<file path="config.mk">
export PLATFORM = sky130hd
export DESIGN_NAME = timer_device
export DESIGN_NICKNAME = d
export VERILOG_FILES = /design/src/rtl/timer_pkg.sv /design/src/rtl/timer_prescaler.sv /design/src/rtl/timer_device.sv
export SDC_FILE = /design/constraint.sdc
export NUM_CORES = 1
export LEC_CHECK = 0
export ABC_AREA = 1
export CORE_MARGIN = 8
export CORE_UTILIZATION = 55
export DETAILED_ROUTE_END_ITERATION = 10
export GPL_TIMING_DRIVEN = 0
export PLACE_DENSITY = 0.89
export SLEW_MARGIN = 20
export SYNTH_ARGS = -nofsm -noshare
export SYNTH_HDL_FRONTEND = slang
export SYNTH_SLANG_ARGS = --single-unit
</file>
<file path="constraint.sdc">
create_clock -name clk -period 5.2 [get_ports clk]
set_clock_uncertainty 0.15 [all_clocks]
set_input_delay 1.04 -clock clk [delete_from_list [all_inputs] [get_ports clk]]
set_output_delay 1.04 -clock clk [all_outputs]
set_load 0.02 [all_outputs]
</file>
<file path="src/rtl/timer_pkg.sv">
// timer_pkg: shared state encoding, register offsets and CTRL field layout for timer_device.
package timer_pkg;
  typedef enum logic [1:0] {IDLE, LOAD, CNT, INT} state_t;
  localparam logic [1:0] OFF_CTRL   = 2'd0;
  localparam logic [1:0] OFF_PRESET = 2'd1;
  localparam logic [1:0] OFF_COUNT  = 2'd2;
  localparam int CTRL_EN   = 0;
  localparam int CTRL_MODE = 1;
  localparam int CTRL_IM   = 3;
  localparam logic [1:0] MODE_ONESHOT = 2'd0;
  localparam logic [1:0] MODE_RELOAD  = 2'd1;
endpackage

</file>
<file path="src/rtl/timer_prescaler.sv">
// timer_prescaler: emits one tick every PRESCALE cycles; restart realigns the phase to zero.
module timer_prescaler #(
  parameter int unsigned PRESCALE = 1
) (
  input  logic clk,
  input  logic reset,
  input  logic restart,
  output logic tick
);
  logic [31:0] cnt;
  assign tick = cnt == PRESCALE - 1;
  always_ff @(posedge clk or posedge reset)
    if (reset) cnt <= '0;
    else cnt <= (restart || tick) ? '0 : cnt + 1;
endmodule

</file>
<file path="src/rtl/timer_device.sv">
// timer_device: memory-mapped countdown timer with masked IRQ output.
// Define TIMER_PRESCALE_EN to slow the countdown by PRESCALE cycles per decrement.
module timer_device
  import timer_pkg::*;
#(
  parameter int unsigned PRESCALE = 1
) (
  input  logic        clk,
  input  logic        reset,
  input  logic [31:0] addr,
  input  logic        we,
  input  logic [3:0]  byteen,
  input  logic [31:0] wdata,
  output logic [31:0] rdata,
  output logic        irq
);
  logic [3:0]  ctrl;
  logic [31:0] preset, count;
  logic        irq_flag, tick, wr_ctrl, wr_preset, unused;
  state_t      state;
  assign wr_ctrl   = we && byteen == 4'hF && addr[3:2] == OFF_CTRL;
  assign wr_preset = we && byteen == 4'hF && addr[3:2] == OFF_PRESET;
  assign irq = ctrl[CTRL_IM] & irq_flag;
  assign rdata = addr[3:2] == OFF_CTRL   ? {28'b0, ctrl} :
                 addr[3:2] == OFF_PRESET ? preset :
                 addr[3:2] == OFF_COUNT  ? count  : '0;
`ifdef TIMER_PRESCALE_EN
  timer_prescaler #(.PRESCALE(PRESCALE)) u_prescaler (
    .clk(clk), .reset(reset), .restart(state == LOAD || we), .tick(tick)
  );
  assign unused = ^{addr[31:4], addr[1:0]};
`else
  assign tick = 1'b1;
  assign unused = ^{addr[31:4], addr[1:0], PRESCALE};
`endif
  // The flag rises together with the move into INT so irq appears N+2 cycles after the enabling write.
  always_ff @(posedge clk or posedge reset)
    if (reset) begin
      ctrl     <= '0;
      preset   <= '0;
      count    <= '0;
      irq_flag <= 1'b0;
      state    <= IDLE;
    end else if (wr_ctrl || wr_preset) begin
      if (wr_ctrl) ctrl <= wdata[3:0];
      if (wr_preset) preset <= wdata;
      irq_flag <= 1'b0;
      state    <= IDLE;
    end else
      case (state)
        IDLE: if (ctrl[CTRL_EN]) state <= LOAD;
        LOAD: begin
          count <= preset;
          state <= CNT;
        end
        CNT:
          if (!ctrl[CTRL_EN]) state <= IDLE;
          else if (tick) begin
            if (count > 1) count <= count - 1;
            else begin
              count    <= '0;
              irq_flag <= 1'b1;
              state    <= INT;
            end
          end
        INT: begin
          if (ctrl[CTRL_MODE +: 2] == MODE_RELOAD) irq_flag <= 1'b0;
          else ctrl[CTRL_EN] <= 1'b0;
          state <= IDLE;
        end
        default: state <= IDLE;
      endcase
endmodule
</file>
==> metrics.md <==
| Metric | Value |
|---|---|
| Outcome | finished clean |
| Nets in the synthesized netlist | approximately 740 |
| Iteration count of the initial detailed-routing pass | 5 |
| Ratio of routed vias to standard cells | ~5.5 |
| Aggregate negative setup slack | 0 ps |
| Max Fclk | between 200 and 250 MHz |
| Non-filler cells, final | ~860 |
| Fin area | around 5700 um2 |
| Tightest Pin Transition | around 570 ps |
| Setup crit end kind | output port |
| Worst path buffer plus inverter count | 5 |
| Fraction of final layout cells with drive strength greater than 1 | under 10% |
| Largest delay share family, worst path | buffers and inverters |
| Final antenna-violating net count | 0 |
| Final Slew Violations | 0 |
| Placed Instance Area | roughly 5500 um2 |
| Share of the clock period used by the worst path | 84.5% |
| Total of hold buffers inserted after clock tree synthesis | 0 |
| Largest net degree at the start of global routing | 46 |
| Critical path, cell by cell | clkdlybuf4s50_1, nand2_1, inv_1, buf_2, buf_2, nand2_1, o21ai_0, clkdlybuf4s50_1 |
| Synthesis-to-layout area growth | 23.9% |
| Die Footprint | about 12000 um2 |
| I/O pin cnt | 104 |
| Clock network latency to the later pin of the worst-skew pair | between 300 and 400 ps |
| Row count | 33 |
| Final Power | roughly 2.8 mW |
| Synth async-reset ratio | 100% |
| Max Fanout on Critical Path | 10 |
| Worst-path clk slew | about 80 ps |
| Library cell with the largest summed area after synthesis | sky130_fd_sc_hd__dfrtp_1 |
| TritonCTS clock tree | done |
| Instance count of the mapped netlist | about 660 |
| Root buffer cell | sky130_fd_sc_hd__clkbuf_8 |
| Number of cells after detailed placement | 840 |
| Nature of the critical path startpoint | primary input |
| Count of synthesis-stage warnings from yosys | 0 |
| Power per cell area | approximately 500 nW/um2 |
| Antenna violations before repair | 0 |
| Vias in the first global route | between 4000 and 5000 |
| Synth top area share | just under 40% |
| Path type of the worst min-delay path | register to register |
| Count of state elements after synthesis | slightly above 70 |
| Initial detailed-routing violation count | 352 |
| Setup repair bufs after CTS | 0 |
| Ranking of synthesized cells by area | sky130_fd_sc_hd__dfrtp_1 (39%), sky130_fd_sc_hd__nand2_1 (16%), sky130_fd_sc_hd__inv_1 (6.9%), sky130_fd_sc_hd__nor2_1 (6.9%), sky130_fd_sc_hd__a21oi_1 (5.6%) |
| Worst VDD drop | roughly 0.29 mV |
| Y dimension of the die | between 100 and 150 um |
| Setup violators final | 0 |
| Total via count after detailed routing | about 4700 |
| Routed wire length | ~14 mm |
| Critical path data arrival time | about 3200 ps |
| Initial core utilization | between 50 and 60% |
| CTS HTree Levels | 3 |
| Most repeated cell in the gate-level netlist after synthesis | sky130_fd_sc_hd__nand2_1 |
| Leftover overflow at the end of global routing | 0 |
| Antenna cells | 0 |
| Reported leakage power | around 2.6 nW |
| Setup repair after global routing missed its margin | false |
| List of most frequent post-synthesis cells | sky130_fd_sc_hd__nand2_1 (190), sky130_fd_sc_hd__inv_1 (84), sky130_fd_sc_hd__nor2_1 (84) |
| Nets | approximately 820 |
| Worst path max stage delay | roughly 650 ps |
| Max-cap violations | 0 |
| Global-route wire length before repair | roughly 22 mm |
| Worst slew margin | 61.8% |
| Filler cells | between 600 and 700 |
| Per-instance average area after synthesis | between 6 and 7 um2 |
| CTS-repair resized insts | 0 |
| Width of the die | roughly 110 um |
| Clock period minus worst slack | 4390 ps |
| Worst setup slack for register-to-register paths | 3150 ps |
| Cell with the largest stage delay on the worst path | sky130_fd_sc_hd__clkdlybuf4s50_1 |
| Clock Path Buffers | 2 |
| Hold Fails Final Rpt | 0 |
| Detailed-route DRC error count | 0 |
| Final GP Congestion | 0.965 |
| TritonCTS sink count | 71 |
| Number of buffers added by the clock tree synthesis step | 9 |
| Cell area after synthesis | 4590 um2 |
| Crit path required time | about 4000 ps |
| EDFF count, synth | 0 |
| Quantity of I/O buffers inserted on ports | 73 |
| Proportion of synthesized chip area in sequential cells | approximately 39% |
| WL/cell | between 15 and 20 um |
| WS Path Type | primary input to output port |
| Global-route usage over all layers | around a quarter |
| Detailed Place HPWL | 10.5 mm |
| Core region area | between 8000 and 9000 um2 |
| Cell variety after synth | 31 |
| Leading register cell type out of synthesis | sky130_fd_sc_hd__dfrtp_1 |
## report_power, final
| group | total, mW | internal [mW] | switching [mW] |
|---|---|---|---|
| sequential | 0.907 | 0.727 | 0.180 |
| clock | 0.469 | 0.236 | 0.233 |
| combinational | 1.45 | 0.545 | 0.905 |
## worst min-delay path: stages (launching register included)
cell and delay (ps):
sky130_fd_sc_hd__dfrtp_1 370, sky130_fd_sc_hd__nand2_1 60, sky130_fd_sc_hd__nand2_1 50
## final timing paths
kind	endpoint	cells after the start	start
worst max-delay path	rdata[9]	8	addr[2]
worst min-delay path	preset[8]	2	preset[8]
worst max register to register	count[10]	6	state[0]
worst min register to register	preset[8]	2	preset[8]
max in group asynchronous	count[19]	3	reset
min in group asynchronous	state[1]	2	reset
## registers in the layout, indices dropped and copies added (netlist names)
register and flops:
irq_flag 1, state 2, ctrl 4, preset 32, count 32
## layout by cell type, fill, tap and decap left out, types with 12 or more instances in the layout
cell                              instances
sky130_fd_sc_hd__nor2_1                  84
sky130_fd_sc_hd__o22ai_1                 13
sky130_fd_sc_hd__nand3_2                 13
sky130_fd_sc_hd__buf_2                   12
sky130_fd_sc_hd__a21oi_1                 51
sky130_fd_sc_hd__nand2_1                190
sky130_fd_sc_hd__nand3_1                 19
sky130_fd_sc_hd__o21ai_0                 44
sky130_fd_sc_hd__clkdlybuf4s50_1         73
sky130_fd_sc_hd__inv_1                   83
sky130_fd_sc_hd__dfrtp_1                 71
## metal layers
layer,vias to the layer above,global-route usage [%],share of wire [%]
met5,-,0,0
met4,0,9.12,2.2
met3,27,3.71,6.7
met2,197,39.1,47
met1,2203,31.3,44
li1,2274,-,-
## metrics by stage
stage / hold slack [ps] / utilization [%] / worst slack, ps
floorplan: 319 / - / 2080
global placement: 339 / 66.7 / 886
detailed placement: 338 / 67.1 / 842
CTS: 360 / 69.6 / 829
global route: 399 / 69.6 / 650
finish: 363 / 69.6 / 806
## final cells by class
cell class / count / area (um2) / share of cell area (%)
inverters: 85 / 322 / 5.65
clock inverters: 6 / 68.8 / 1.21
flip-flops and latches: 71 / 1780 / 31.2
multi-input cells: 481 / 2370 / 41.6
clock buffers: 10 / 138 / 2.42
repair buffers: 74 / 758 / 13.3
plain buffers: 24 / 128 / 2.24
well taps: 105 / 131 / 2.31
## logic make-up after synthesis
| family | count (synthesis) | share of synthesized area [%] |
|---|---|---|
| and+or+nand+nor | 331 | 31.2 |
| AOI/OAI and AO/OA | 134 | 16.9 |
| xor gates and xnor gates | 10 | 1.91 |
| buffers and inverters | 109 | 9.73 |
| adders and majority gates | 6 | 1.64 |
| DFF | 71 | 38.7 |
Note: power is estimated with default switching activity, not from simulation.
